### src/rtl/fwb_arbiter.sv
// Writeback arbiter and busy scoreboard for the FPU register-file write port.
// Optional FWB_BYPASS_EN forwards the in-flight write to the three read ports.
module fwb_arbiter #(
  parameter int FLEN = 64
) (
  input  logic            clk,
  input  logic            reset_n,
  input  logic            ld_valid,
  input  logic [4:0]      ld_rd,
  input  logic [FLEN-1:0] ld_data,
  input  logic            ll_valid,
  output logic            ll_ready,
  input  logic [4:0]      ll_rd,
  input  logic [FLEN-1:0] ll_data,
  input  logic            iss_valid,
  input  logic [4:0]      iss_rd,
  input  logic [2:0]      chk_en,
  input  logic [4:0]      chk_a1,
  input  logic [4:0]      chk_a2,
  input  logic [4:0]      chk_a3,
  output logic            stall,
  output logic            we4,
  output logic [4:0]      a4,
  output logic [FLEN-1:0] wd4,
  input  logic [FLEN-1:0] rf_rd1,
  input  logic [FLEN-1:0] rf_rd2,
  input  logic [FLEN-1:0] rf_rd3,
  output logic [FLEN-1:0] fwd_rd1,
  output logic [FLEN-1:0] fwd_rd2,
  output logic [FLEN-1:0] fwd_rd3
);

  logic [4:0]      q_rd   [2];
  logic [FLEN-1:0] q_data [2];
  logic            head;
  logic            tail;
  logic [1:0]      count;
  logic [31:0]     busy;

  logic            push;
  logic            pop;
  logic            sel_valid;
  logic [4:0]      sel_rd;
  logic [FLEN-1:0] sel_data;
  logic [31:0]     set_mask;
  logic [31:0]     clr_mask;

  assign ll_ready = (count != 2'd2);
  assign push     = ll_valid && ll_ready;
  // Loads always take the port; the queue only drains in load-free cycles.
  assign pop      = !ld_valid && (count != 2'd0);

  always_comb begin
    sel_valid = 1'b0;
    sel_rd    = ld_rd;
    sel_data  = ld_data;
    if (ld_valid) begin
      sel_valid = 1'b1;
    end else if (count != 2'd0) begin
      sel_valid = 1'b1;
      sel_rd    = q_rd[head];
      sel_data  = q_data[head];
    end
  end

  always_ff @(posedge clk) begin
    if (push) begin
      q_rd[tail]   <= ll_rd;
      q_data[tail] <= ll_data;
    end
  end

  always_ff @(posedge clk or negedge reset_n) begin
    if (!reset_n) begin
      head  <= 1'b0;
      tail  <= 1'b0;
      count <= 2'd0;
    end else begin
      if (push) tail <= ~tail;
      if (pop)  head <= ~head;
      count <= count + 2'(push) - 2'(pop);
    end
  end

  // A same-cycle issue to the register being retired must leave it busy.
  assign set_mask = iss_valid ? (32'd1 << iss_rd) : 32'd0;
  assign clr_mask = pop ? (32'd1 << q_rd[head]) : 32'd0;

  always_ff @(posedge clk or negedge reset_n) begin
    if (!reset_n) begin
      busy <= 32'd0;
    end else begin
      busy <= (busy & ~clr_mask) | set_mask;
    end
  end

  assign stall = (chk_en[0] && busy[chk_a1]) ||
                 (chk_en[1] && busy[chk_a2]) ||
                 (chk_en[2] && busy[chk_a3]);

  always_ff @(posedge clk or negedge reset_n) begin
    if (!reset_n) begin
      we4 <= 1'b0;
      a4  <= 5'd0;
      wd4 <= '0;
    end else begin
      we4 <= sel_valid;
      if (sel_valid) begin
        a4  <= sel_rd;
        wd4 <= sel_data;
      end
    end
  end

  // Covers the half-cycle before the register file commits on negedge.
`ifdef FWB_BYPASS_EN
  assign fwd_rd1 = (we4 && (a4 == chk_a1)) ? wd4 : rf_rd1;
  assign fwd_rd2 = (we4 && (a4 == chk_a2)) ? wd4 : rf_rd2;
  assign fwd_rd3 = (we4 && (a4 == chk_a3)) ? wd4 : rf_rd3;
`else
  assign fwd_rd1 = rf_rd1;
  assign fwd_rd2 = rf_rd2;
  assign fwd_rd3 = rf_rd3;
`endif

endmodule

### config.mk
export PLATFORM = sky130hd
export DESIGN_NAME = fwb_arbiter
export DESIGN_NICKNAME = d
export VERILOG_FILES = /design/src/rtl/fwb_arbiter.sv
export SDC_FILE = /design/constraint.sdc
export NUM_CORES = 1
export LEC_CHECK = 0
export BUFFER_PORTS_ARGS = -buffer_cell sky130_fd_sc_hd__buf_2
export CAP_MARGIN = 5
export CORE_AREA = 2 2 244 246
export DETAILED_ROUTE_END_ITERATION = 10
export DIE_AREA = 0 0 246 248
export HOLD_SLACK_MARGIN = 0.06
export SYNTH_ARGS = -nofsm -noshare
export SYNTH_HDL_FRONTEND = slang
export SYNTH_SLANG_ARGS = --single-unit
### constraint.sdc
create_clock -name clk -period 4 [get_ports clk]
set_clock_uncertainty 0.1 [all_clocks]
set_input_delay 0.2 -clock clk [delete_from_list [all_inputs] [get_ports clk]]
set_output_delay 0.2 -clock clk [all_outputs]
set_load 0.02 [all_outputs]
==> results of run 1 <==
[state kept, by name (all words and copies together), names as in the netlist]
register	flops
q_rd	10
q_data	128
count	2
we4	1
a4	5
tail	1
busy	32
wd4	64
head	1
[cell usage in the layout, fill, tap and decap left out, drive strengths merged]
cell / Yosys / final
inv: 4 / 9
dfrtp: 106 / 106
xor2: 1 / 1
nand2: 90 / 90
mux2i: 74 / 74
mux4: 26 / 26
nand4: 2 / 2
nor2b: 5 / 5
and3: 1 / 1
mux2: 3 / 3
nand3: 9 / 9
o21ai: 138 / 138
xnor2: 3 / 3
or2: 2 / 2
clkbuf: 34 / 34
dlygate4sd3: 0 / 150
clkinv: 0 / 7
o2111ai: 4 / 4
ha: 2 / 2
edfxtp: 138 / 138
nand2b: 4 / 4
diode: 0 / 4
bufinv: 0 / 2
or3: 1 / 1
nor2: 71 / 71
a21oi: 64 / 64
o211ai: 1 / 1
nand3b: 1 / 1
nor3: 1 / 1
clkinvlp: 0 / 2
buf: 204 / 246
[metal layers]
metal  track usage  share of wire  wire length (um)  up-vias
li1              -              -                 -     3699
met1         0.124           0.25             13300     3945
met2         0.281           0.48             25800      643
met3         0.169           0.23             12500       96
met4        0.0624          0.041              2190        4
met5       0.00318        0.00071                38        -
[critical path, stage by stage (launching register included)]
cell       delay [ps]
dfrtp_1           430
mux4_1            530
mux4_2            480
o2111ai_2         170
nand4_1           250
buf_2             280
[stage by stage]
step           power [W]  std cells  hold WS (ps)  utilization
3_3_place_gp     0.00691       1770           239        0.211
6_report         0.00952       1974          79.2        0.252
2_1_floorplan    0.00616        989          -196            -
4_1_cts          0.00965       1970          65.8        0.252
3_5_place_dp     0.00698       1770           248        0.211
5_1_grt           0.0101       1973           117        0.252
[path summary, 6_finish.rpt]
path                                        to  cells past startpoint
setup / recovery                         stall                      5
hold / removal             wd4[25]$_DFFE_PN0P_                      3
setup reg to reg            busy[27]$_DFF_PN0_                      6
hold reg to reg              busy[9]$_DFF_PN0_                      2
max in group asynchronous     head$_DFFE_PN0P_                      3
min in group asynchronous  wd4[23]$_DFFE_PN0P_                      3
[layout make-up]
class,instances,area share
antenna,4,0.000678
clock buffer,34,0.0497
clock inverter,16,0.0105
inverter,4,0.00102
multi-input combinational,503,0.222
sequential,244,0.461
tap,773,0.0655
timing repair buffer,396,0.190
[power breakdown]
| part | total, W | internal [W] | switching, W | leakage (nW) |
|---|---|---|---|---|
| registers | 0.00396 | 0.00346 | 0.000505 | 2.56 |
| clock network | 0.00248 | 0.00144 | 0.00104 | 0.438 |
| logic | 0.00308 | 0.00126 | 0.00182 | 2.97 |
| total | 0.00952 | 0.00616 | 0.00337 | 5.97 |
[kinds of logic after synthesis]
logic type,count (synthesis),synth area share
adders and majority gates,2,0.00214
buffers and inverters,242,0.141
xor gates and xnor gates,4,0.00299
muxes,103,0.118
and+or+nand+nor,187,0.0646
AOI/OAI and AO/OA,207,0.0905
DFF,244,0.581
==> run_summary.xml, run 1 <==
<?xml version="1.0" encoding="UTF-8"?>
<metrics>
  <group name="status">
    <metric name="run_status" unit="">completed</metric>
  </group>
  <group name="sta">
    <metric name="post-route-worst-setup-slack" unit="ps">1010</metric>
    <metric name="unrepaired_setup_endpoints_after_global_routing" unit="">no</metric>
    <metric name="worst-slew-pin-transition" unit="ps">868</metric>
    <metric name="worst_slew_margin_rel" unit="">0.421</metric>
    <metric name="maxClockFrequency" unit="MHz">334</metric>
    <metric name="post-route-period-util" unit="">0.748</metric>
    <metric name="fin_setup_tns" unit="ps">0</metric>
    <metric name="fin_crit" unit="ps">2990</metric>
    <metric name="report.final.hold_viol_count" unit="">0</metric>
    <metric name="drv_slew" unit="">0</metric>
    <metric name="timing.final.setup_violations" unit="">0</metric>
  </group>
  <group name="clock_network">
    <metric name="numClockSinks" unit="">244</metric>
    <metric name="postCtsSetupBuffers" unit="">0</metric>
    <metric name="cts.reportedPaths.clkPinSlew" unit="ps">60</metric>
    <metric name="post_cts.resized_instances" unit="">0</metric>
    <metric name="tritoncts_clock_tree" unit="">done</metric>
    <metric name="cts_root_buf" unit="">clkbuf_16</metric>
    <metric name="cts.hold.buffers_added" unit="">150</metric>
    <metric name="number_of_clock_buffers_inserted_by_tritoncts" unit="">27</metric>
    <metric name="h-tree-depth" unit="">1</metric>
    <metric name="clkLatencyLatePin" unit="ps">550</metric>
    <metric name="clockBufferDepth" unit="">3</metric>
  </group>
  <group name="grt">
    <metric name="antenna_found_initial" unit="">6</metric>
    <metric name="gr-total-overflow" unit="">0</metric>
    <metric name="grt_pass1_wl" unit="um">70200</metric>
    <metric name="grt_start_max_net_pins" unit="">130</metric>
    <metric name="global_route.usage.total" unit="">0.166</metric>
    <metric name="first_global_vias" unit="">8450</metric>
  </group>
  <group name="critical_path">
    <metric name="setup.worst_path.end_class" unit="">primary output</metric>
    <metric name="crit_required" unit="ps">3700</metric>
    <metric name="cp_data_arrival_time" unit="ps">2690</metric>
    <metric name="setup.worst_path.class" unit="">reg -&gt; out</metric>
    <metric name="worst_setup_path_start_kind" unit="">flip-flop</metric>
    <metric name="timing.critical_path.fanout_max" unit="">4</metric>
    <metric name="critical_path.reg2reg.startpoint" unit="">head$_DFFE_PN0P_</metric>
    <metric name="critical_path.startpoint" unit="">busy[13]$_DFF_PN0_</metric>
    <metric name="reg2reg_setup_slack" unit="ps">1330</metric>
  </group>
  <group name="yosys">
    <metric name="synth.top_cells.by_area" unit="">edfxtp_1, dfrtp_1, buf_4</metric>
    <metric name="async_flop_share" unit="">0.434</metric>
    <metric name="synth_largest_type_area_fraction" unit="">0.354</metric>
    <metric name="synthesis.nets" unit="">1349</metric>
    <metric name="post-synth-top-count-cell" unit="">buf_4</metric>
    <metric name="syn_area" unit="sq um">11700</metric>
    <metric name="syn_inst" unit="">989</metric>
    <metric name="ys_top_cells_by_count" unit="">buf_4, edfxtp_1, dfrtp_1, o21ai_0, nand2_1</metric>
    <metric name="synthesis.yosys.warnings" unit="">0</metric>
    <metric name="avgSynthCellArea" unit="sq um">11.8</metric>
    <metric name="synthDominantAreaCellType" unit="">edfxtp_1</metric>
    <metric name="ys_seq_elements" unit="">244</metric>
    <metric name="synth-edff-count" unit="">138</metric>
    <metric name="ys.flop_type" unit="">edfxtp_1</metric>
    <metric name="yosysUniqueCellTypes" unit="">32</metric>
    <metric name="synth_sequential_area_ratio" unit="">0.581</metric>
  </group>
  <group name="detailed_routing">
    <metric name="total_wirelength" unit="um">53900</metric>
    <metric name="dr.pass1.iters" unit="">6</metric>
    <metric name="drt-initial-drc-count" unit="">490</metric>
    <metric name="avgRoutedWirePerCell" unit="um">27.3</metric>
    <metric name="via_per_inst" unit="">4.25</metric>
    <metric name="drt.antenna.violating_nets" unit="">0</metric>
    <metric name="drt_drc_violations_left" unit="">0</metric>
    <metric name="routed_via_count" unit="">8387</metric>
  </group>
  <group name="hold_path">
    <metric name="hold_path_class" unit="">in -&gt; reg</metric>
    <metric name="hp-start" unit="">ld_valid</metric>
  </group>
  <group name="place">
    <metric name="area_post_placement" unit="sq um">12400</metric>
    <metric name="dpl_worst_slack" unit="ps">1460</metric>
    <metric name="dp_hpwl" unit="um">43600</metric>
    <metric name="port_buffers" unit="">237</metric>
    <metric name="place.gp.congestion" unit="">0.980</metric>
  </group>
  <group name="power_and_ir_drop">
    <metric name="ir_worst_vdd" unit="uV">390</metric>
    <metric name="power_leakage" unit="nW">5.97</metric>
    <metric name="power_density" unit="nW/um^2">645</metric>
  </group>
  <group name="floorplanning">
    <metric name="floorplan.die.height" unit="um">248</metric>
    <metric name="design.die.area" unit="sq um">61000</metric>
    <metric name="die_width" unit="um">246</metric>
    <metric name="ioPinCount" unit="">622</metric>
    <metric name="floorplan.initialDensity" unit="">0.200</metric>
    <metric name="core" unit="sq um">58500</metric>
    <metric name="core.rowCount" unit="">89</metric>
  </group>
  <group name="final_layout">
    <metric name="multiInputGateArea" unit="sq um">3280</metric>
    <metric name="finish.net_count" unit="">1536</metric>
    <metric name="post-route-cell-area" unit="sq um">14800</metric>
    <metric name="synthToLayoutAreaGrowth" unit="%">26.1</metric>
    <metric name="regArea" unit="sq um">6800</metric>
    <metric name="number_of_fill_cells" unit="">6077</metric>
    <metric name="drive_gt1_frac" unit="">0.267</metric>
  </group>
  <group name="flow_run">
    <metric name="cap_viol_max_count" unit="">0</metric>
  </group>
</metrics>
Note: power is estimated with default switching activity, not from simulation.
==> run 2, diff against run 1 <==
Settings changed: ABC_AREA set to 1, CORE_AREA 2 2 244 246 to 2 2 240 242, DIE_AREA 0 0 246 248 to 0 0 242 244.
Clock period 4 ns to 3.1 ns, I/O delays scaled along.
==> run_summary.xml, run 2 <==
<?xml version="1.0" encoding="UTF-8"?>
<metrics>
  <group name="status">
    <metric name="run_status" unit="">completed</metric>
  </group>
  <group name="clock_network">
    <metric name="clockBufferDepth" unit="">3</metric>
    <metric name="tritoncts_clock_tree" unit="">done</metric>
    <metric name="number_of_clock_buffers_inserted_by_tritoncts" unit="">25</metric>
    <metric name="h-tree-depth" unit="">1</metric>
    <metric name="post_cts.resized_instances" unit="">0</metric>
    <metric name="cts.reportedPaths.clkPinSlew" unit="ps">70</metric>
    <metric name="numClockSinks" unit="">244</metric>
    <metric name="clkLatencyLatePin" unit="ps">540</metric>
    <metric name="cts_root_buf" unit="">clkbuf_16</metric>
  </group>
  <group name="sta">
    <metric name="timing.final.setup_violations" unit="">0</metric>
    <metric name="post-route-worst-setup-slack" unit="ps">755</metric>
    <metric name="maxClockFrequency" unit="MHz">426</metric>
    <metric name="fin_crit" unit="ps">2350</metric>
    <metric name="report.final.hold_viol_count" unit="">0</metric>
    <metric name="worst_slew_margin_rel" unit="">0.458</metric>
    <metric name="unrepaired_setup_endpoints_after_global_routing" unit="">no</metric>
    <metric name="worst-slew-pin-transition" unit="ps">812</metric>
    <metric name="post-route-period-util" unit="">0.756</metric>
    <metric name="drv_slew" unit="">0</metric>
  </group>
  <group name="yosys">
    <metric name="synthDominantAreaCellType" unit="">edfxtp_1</metric>
    <metric name="async_flop_share" unit="">0.434</metric>
    <metric name="syn_area" unit="sq um">12000</metric>
    <metric name="post-synth-top-count-cell" unit="">nand2_1</metric>
    <metric name="synthesis.yosys.warnings" unit="">0</metric>
    <metric name="synth.mux.area_fraction" unit="">0.0109</metric>
    <metric name="synth_xor_xnor_area_share" unit="">0.00220</metric>
    <metric name="synthesis.nets" unit="">1621</metric>
    <metric name="synth.top_cells.by_area" unit="">edfxtp_1, dfrtp_1, nand2_1</metric>
    <metric name="post_synthesis_compound_gate_area_fraction" unit="">0.0549</metric>
    <metric name="dominant_combinational_cell_family_by_area_after_synthesis" unit="">simple AND/OR/NAND/NOR gates</metric>
    <metric name="syn_inst" unit="">1261</metric>
    <metric name="post_synth_fa_ha_maj_area_fraction" unit="">0.00209</metric>
    <metric name="ys.flop_type" unit="">edfxtp_1</metric>
    <metric name="synth_sequential_area_ratio" unit="">0.568</metric>
    <metric name="synth_simple_gate_area_share" unit="">0.212</metric>
    <metric name="ys_top_cells_by_count" unit="">nand2_1, buf_4, edfxtp_1</metric>
    <metric name="yosysUniqueCellTypes" unit="">33</metric>
    <metric name="synth-edff-count" unit="">138</metric>
    <metric name="synth_largest_type_area_fraction" unit="">0.347</metric>
    <metric name="avgSynthCellArea" unit="sq um">9.48</metric>
    <metric name="ys_seq_elements" unit="">244</metric>
  </group>
  <group name="critical_path">
    <metric name="critical_path.startpoint" unit="">busy[20]$_DFF_PN0_</metric>
    <metric name="worst-r2r-cell-count" unit="">6</metric>
    <metric name="max_stage_delay" unit="ps">570</metric>
    <metric name="critical_path.reg2reg.startpoint" unit="">count[1]$_DFF_PN0_</metric>
    <metric name="timing.critical_path.fanout_max" unit="">4</metric>
    <metric name="worst_setup_path_start_kind" unit="">flip-flop</metric>
    <metric name="cp_data_arrival_time" unit="ps">2090</metric>
    <metric name="worst_path_slowest_cell" unit="">dfrtp_1</metric>
    <metric name="worstPathCellList" unit="">nand2_1 -&gt; nand3_1 -&gt; nand3_1 -&gt; nand2_1 -&gt; nand2_1 -&gt; nand3_1 -&gt; nand3_1 -&gt; nand3_1 -&gt; buf_2</metric>
    <metric name="crit_required" unit="ps">2840</metric>
    <metric name="setup.worst_path.end_class" unit="">primary output</metric>
    <metric name="cell_repeated_most_along_the_worst_path" unit="">nand3_1</metric>
    <metric name="setup.worst_path.class" unit="">reg -&gt; out</metric>
  </group>
  <group name="detailed_routing">
    <metric name="avgRoutedWirePerCell" unit="um">24.6</metric>
    <metric name="drt_drc_violations_left" unit="">0</metric>
    <metric name="via_per_inst" unit="">4.38</metric>
    <metric name="routed_via_count" unit="">9738</metric>
    <metric name="drt-initial-drc-count" unit="">744</metric>
    <metric name="total_wirelength" unit="um">54700</metric>
    <metric name="drt.antenna.violating_nets" unit="">0</metric>
    <metric name="dr.pass1.iters" unit="">6</metric>
  </group>
  <group name="final_layout">
    <metric name="drive_gt1_frac" unit="">0.222</metric>
    <metric name="finish.net_count" unit="">1809</metric>
    <metric name="post-route-cell-area" unit="sq um">15000</metric>
    <metric name="stdcell_count" unit="">2225</metric>
    <metric name="synthToLayoutAreaGrowth" unit="%">25.4</metric>
    <metric name="registers.top_by_ff_count" unit="">q_data</metric>
    <metric name="final_common_cell" unit="">nand2_1</metric>
    <metric name="largest_register_ff_count" unit="">128</metric>
    <metric name="reg.largest.list" unit="">q_data: 128 flops, wd4: 64 flops, busy: 32 flops</metric>
    <metric name="number_of_fill_cells" unit="">5950</metric>
    <metric name="multiInputGateArea" unit="sq um">3390</metric>
    <metric name="regArea" unit="sq um">6800</metric>
    <metric name="layout_common_cells" unit="">nand2_1, buf_2, dlygate4sd3_1</metric>
  </group>
  <group name="flow_run">
    <metric name="cap_viol_max_count" unit="">0</metric>
  </group>
  <group name="floorplanning">
    <metric name="die_width" unit="um">242</metric>
    <metric name="ioPinCount" unit="">622</metric>
    <metric name="floorplan.initialDensity" unit="">0.213</metric>
    <metric name="design.die.area" unit="sq um">59000</metric>
    <metric name="core.rowCount" unit="">87</metric>
    <metric name="core" unit="sq um">56200</metric>
    <metric name="floorplan.die.height" unit="um">244</metric>
  </group>
  <group name="grt">
    <metric name="first_global_vias" unit="">9897</metric>
    <metric name="gr-usage-met1" unit="">0.162</metric>
    <metric name="grt.busiest_layer" unit="">met2</metric>
    <metric name="grtUsageMet3" unit="">0.142</metric>
    <metric name="globalRouteMet2Util" unit="">0.301</metric>
    <metric name="gr-total-overflow" unit="">0</metric>
    <metric name="grt_start_max_net_pins" unit="">64</metric>
    <metric name="global_route.usage.total" unit="">0.178</metric>
    <metric name="grt_pass1_wl" unit="um">75700</metric>
    <metric name="antenna_found_initial" unit="">5</metric>
  </group>
  <group name="place">
    <metric name="place.gp.congestion" unit="">0.958</metric>
    <metric name="placed_cells" unit="">2028</metric>
    <metric name="dpl_worst_slack" unit="ps">855</metric>
    <metric name="area_post_placement" unit="sq um">12600</metric>
    <metric name="port_buffers" unit="">237</metric>
    <metric name="dp_hpwl" unit="um">43200</metric>
  </group>
  <group name="power_and_ir_drop">
    <metric name="ir_worst_vdd" unit="uV">456</metric>
    <metric name="report.power.total" unit="W">0.0125</metric>
    <metric name="power_leakage" unit="nW">6.36</metric>
    <metric name="power_density" unit="nW/um^2">832</metric>
  </group>
  <group name="hold_path">
    <metric name="hold_path_class" unit="">in -&gt; reg</metric>
    <metric name="hp-start" unit="">ld_valid</metric>
    <metric name="min_delay_path_depth" unit="">3</metric>
  </group>
</metrics>
==> run 2: cell count changes after synthesis, sizes merged, moves of 5 or more <==
cell / before / now
mux4: 26 / 0
nand3: 9 / 126
buf: 204 / 214
inv: 4 / 29
a21oi: 64 / 5
o311ai: 0 / 5
o21ai: 138 / 78
mux2i: 74 / 13
nand2: 90 / 449
o211ai: 1 / 17
nor2: 71 / 24
nor2b: 5 / 0
==> run 2: cell type report <==
class | instances | share of cell area
flip-flops and latches | 244 | 0.454
multi-input cells | 742 | 0.226
repair buffers | 407 | 0.192
well taps | 756 | 0.0631
clock buffers | 31 | 0.0453
clock inverters | 15 | 0.0127
inverters | 29 | 0.00726
diodes | 1 | 0.000167
==> run 2: worst paths after layout <==
path                                        to  slack (ps)
max in group asynchronous   busy[29]$_DFF_PN0_        1970
min in group asynchronous  wd4[34]$_DFFE_PN0P_         150
max reg2reg                 busy[24]$_DFF_PN0_         850
max                                      stall         750
min reg2reg                wd4[59]$_DFFE_PN0P_         380
min                           head$_DFFE_PN0P_         110
==> run 2: critical path: cells and delay by family, from the launching register on <==
kind	cells	cell delay, ps
and+or+nand+nor	8	730
DFF	1	570
buffers and inverters	1	230
==> run 2: metal layers <==
| metal | share of wire | routed length, um | up-vias |
|---|---|---|---|
| met1 | 0.29 | 16100 | 4524 |
| met2 | 0.48 | 26100 | 742 |
| met5 | 0.0027 | 149 | - |
| li1 | - | - | 4373 |
| met3 | 0.19 | 10600 | 89 |
| met4 | 0.031 | 1680 | 10 |
==> run 2: kinds of logic after synthesis <==
logic type,Yosys count
AOI/OAI and AO/OA,111
DFF,244
adders and majority gates,2
and+or+nand+nor,613
buffers and inverters,275
xor gates and xnor gates,3
muxes,13
==> run 2: timing repair <==
| action | in CTS | in global routing |
|---|---|---|
| buffers inserted | 0 | 0 |
| hold buffers | 150 | 0 |
| setup endpoints to repair | 0 | 0 |
| endpoints found under the hold margin | 293 | 0 |
==> run 2: metrics by stage <==
stage	TNS, ps	util	hold slack [ps]
6_report	0	0.267	109
5_1_grt	0	0.267	121
4_1_cts	0	0.267	105
3_5_place_dp	0	0.225	181
3_3_place_gp	0	0.225	177
2_1_floorplan	-478	-	-241
==> run 2: where the power goes <==
group          total (W)  internal, W  switching (W)
clock network    0.00318      0.00184        0.00134
logic            0.00391      0.00133        0.00257
registers        0.00539      0.00450       0.000888
total             0.0125      0.00768        0.00480
==> run 3, diff against run 2 <==
Clock period 3.1 ns to 2.45 ns, I/O delays scaled along.
==> run_summary.xml, run 3 (synthesis gave the netlist of run 2 again) <==
<?xml version="1.0" encoding="UTF-8"?>
<metrics>
  <group name="grt">
    <metric name="global_route.usage.total" unit="">0.181</metric>
    <metric name="grt_start_max_net_pins" unit="">68</metric>
    <metric name="first_global_vias" unit="">9861</metric>
    <metric name="gr-total-overflow" unit="">0</metric>
    <metric name="antenna_found_initial" unit="">6</metric>
    <metric name="grt_pass1_wl" unit="um">76100</metric>
  </group>
  <group name="power_and_ir_drop">
    <metric name="combinationalPowerShare" unit="">0.316</metric>
    <metric name="report.power.total" unit="W">0.0161</metric>
    <metric name="p_switching" unit="W">0.00604</metric>
    <metric name="p_clk_frac" unit="">0.267</metric>
    <metric name="ir_worst_vdd" unit="uV">609</metric>
    <metric name="portion_of_total_power_attributed_to_sequential_cells" unit="">0.416</metric>
    <metric name="internal_power" unit="W">0.0101</metric>
    <metric name="power_leakage" unit="nW">6.41</metric>
    <metric name="switching_share" unit="">0.375</metric>
    <metric name="power_density" unit="nW/um^2">1070</metric>
  </group>
  <group name="detailed_routing">
    <metric name="drt-initial-drc-count" unit="">528</metric>
    <metric name="total_wirelength" unit="um">55000</metric>
    <metric name="dr.pass1.iters" unit="">5</metric>
    <metric name="routed_via_count" unit="">9680</metric>
    <metric name="drt_drc_violations_left" unit="">0</metric>
    <metric name="drt.antenna.violating_nets" unit="">0</metric>
    <metric name="via_per_inst" unit="">4.34</metric>
    <metric name="avgRoutedWirePerCell" unit="um">24.7</metric>
  </group>
  <group name="hold_path">
    <metric name="hold_path_class" unit="">in -&gt; reg</metric>
    <metric name="min_delay_path_depth" unit="">4</metric>
  </group>
  <group name="final_layout">
    <metric name="stdcell_count" unit="">2228</metric>
    <metric name="final_common_cell" unit="">nand2_1</metric>
    <metric name="synthToLayoutAreaGrowth" unit="%">26.5</metric>
    <metric name="reg.largest.list" unit="">q_data: 128 flops, wd4: 64 flops, busy: 32 flops</metric>
    <metric name="largest_register_ff_count" unit="">128</metric>
    <metric name="number_of_fill_cells" unit="">5924</metric>
    <metric name="registers.top_by_ff_count" unit="">q_data</metric>
    <metric name="layout_common_cells" unit="">nand2_1, buf_2, dlygate4sd3_1</metric>
    <metric name="post_route_utilization" unit="">0.269</metric>
    <metric name="finish.net_count" unit="">1811</metric>
    <metric name="drive_gt1_frac" unit="">0.224</metric>
  </group>
  <group name="critical_path">
    <metric name="setup.worst_path.end_class" unit="">primary output</metric>
    <metric name="cp_data_arrival_time" unit="ps">2030</metric>
    <metric name="setup.worst_path.class" unit="">reg -&gt; out</metric>
    <metric name="worst-r2r-cell-count" unit="">6</metric>
    <metric name="worst_setup_path_start_kind" unit="">flip-flop</metric>
    <metric name="timing.critical_path.fanout_max" unit="">4</metric>
    <metric name="crit_required" unit="ps">2230</metric>
  </group>
  <group name="clock_network">
    <metric name="h-tree-depth" unit="">1</metric>
    <metric name="tritoncts_clock_tree" unit="">done</metric>
    <metric name="numClockSinks" unit="">244</metric>
    <metric name="cts.reportedPaths.clkPinSlew" unit="ps">60</metric>
    <metric name="clkLatencyLatePin" unit="ps">550</metric>
    <metric name="number_of_clock_buffers_inserted_by_tritoncts" unit="">26</metric>
    <metric name="cts_root_buf" unit="">clkbuf_16</metric>
    <metric name="clockBufferDepth" unit="">3</metric>
    <metric name="postCtsSetupBuffers" unit="">0</metric>
  </group>
  <group name="place">
    <metric name="placed_cells" unit="">2030</metric>
    <metric name="dp_hpwl" unit="um">43200</metric>
    <metric name="place.gp.congestion" unit="">0.946</metric>
    <metric name="port_buffers" unit="">237</metric>
  </group>
  <group name="floorplanning">
    <metric name="core.rowCount" unit="">87</metric>
    <metric name="core" unit="sq um">56200</metric>
    <metric name="floorplan.die.height" unit="um">244</metric>
    <metric name="floorplan.initialDensity" unit="">0.213</metric>
    <metric name="ioPinCount" unit="">622</metric>
    <metric name="die_width" unit="um">242</metric>
    <metric name="design.die.area" unit="sq um">59000</metric>
  </group>
  <group name="sta">
    <metric name="worst-slew-pin-transition" unit="ps">881</metric>
    <metric name="unrepaired_setup_endpoints_after_global_routing" unit="">no</metric>
    <metric name="maxClockFrequency" unit="MHz">443</metric>
    <metric name="timing.final.setup_violations" unit="">0</metric>
    <metric name="fin_crit" unit="ps">2260</metric>
    <metric name="report.final.hold_viol_count" unit="">0</metric>
    <metric name="post-route-period-util" unit="">0.921</metric>
    <metric name="drv_slew" unit="">0</metric>
    <metric name="worst_slew_margin_rel" unit="">0.412</metric>
  </group>
  <group name="flow_run">
    <metric name="cap_viol_max_count" unit="">0</metric>
  </group>
  <group name="status">
    <metric name="run_status" unit="">completed</metric>
  </group>
</metrics>
run 3: area by class of cell:
cell class,instances,area (sq um),area share
Inverter,29,109,0.00720
Tap cell,756,946,0.0626
Timing Repair Buffer,407,2930,0.194
Clock buffer,33,687,0.0454
Sequential cell,244,6800,0.450
Clock inverter,15,249,0.0165
Multi-Input combinational cell,743,3400,0.225
Antenna cell,1,2.50,0.000165
run 3: power by group through the flow:
stage	Clock, W	Sequential [W]	Combinational (W)
2_1_floorplan	0	0.00688	0.00305
3_3_place_gp	0	0.00674	0.00487
3_5_place_dp	0	0.00676	0.00495
4_1_cts	0.00444	0.00670	0.00519
5_1_grt	0.00458	0.00682	0.00569
6_report	0.00431	0.00672	0.00510
run 3: path summary, 6_finish.rpt:
kind                                     start                   to  slack (ps)
min reg2reg                wd4[56]$_DFFE_PN0P_  wd4[56]$_DFFE_PN0P_         380
max reg2reg                 count[1]$_DFF_PN0_  wd4[13]$_DFFE_PN0P_         300
min in group asynchronous              reset_n  wd4[37]$_DFFE_PN0P_         650
min                                   ld_valid  wd4[31]$_DFFE_PN0P_         110
max in group asynchronous              reset_n   wd4[0]$_DFFE_PN0P_        1230
max                         busy[12]$_DFF_PN0_                stall         190
run 3: metrics by stage:
step | hold slack [ps] | area, sq um | TNS (ps) | worst slack, ps
floorplan | -273 | 12000 | -89880 | -657
global placement | 77.2 | 12700 | -60.0 | -40.4
detailed placement | 83.1 | 12700 | -83.0 | -47.0
CTS | 96.1 | 15100 | 0 | 104
global route | 111 | 15100 | 0 | 0.871
finish | 112 | 15100 | 0 | 194
run 3: layer usage:
| metal | GRT usage | vias up | wire (um) |
|---|---|---|---|
| met1 | 0.159 | 4502 | 16000 |
| met2 | 0.306 | 699 | 26100 |
| li1 | - | 4372 | - |
| met3 | 0.141 | 95 | 10400 |
| met4 | 0.0697 | 12 | 2310 |
| met5 | 0.0123 | - | 155 |
run 3: timing repair:
item	4_1_cts	5_1_grt
endpoints found under the hold margin	346	0
cloned	1	0
hold buffers	148	0
pin swaps	1	0
setup endpoints to repair	4	1
gates resized for setup	0	2
run 3: critical path: stages, from the launching register on:
cell and delay [ps]:
dfrtp_1 510, nand2_1 90, nand3_1 80, nand3_1 80, nand2_1 90, nand2_1 50, nand3_1 60, nand3_1 130
nand3_1 150, buf_2 220
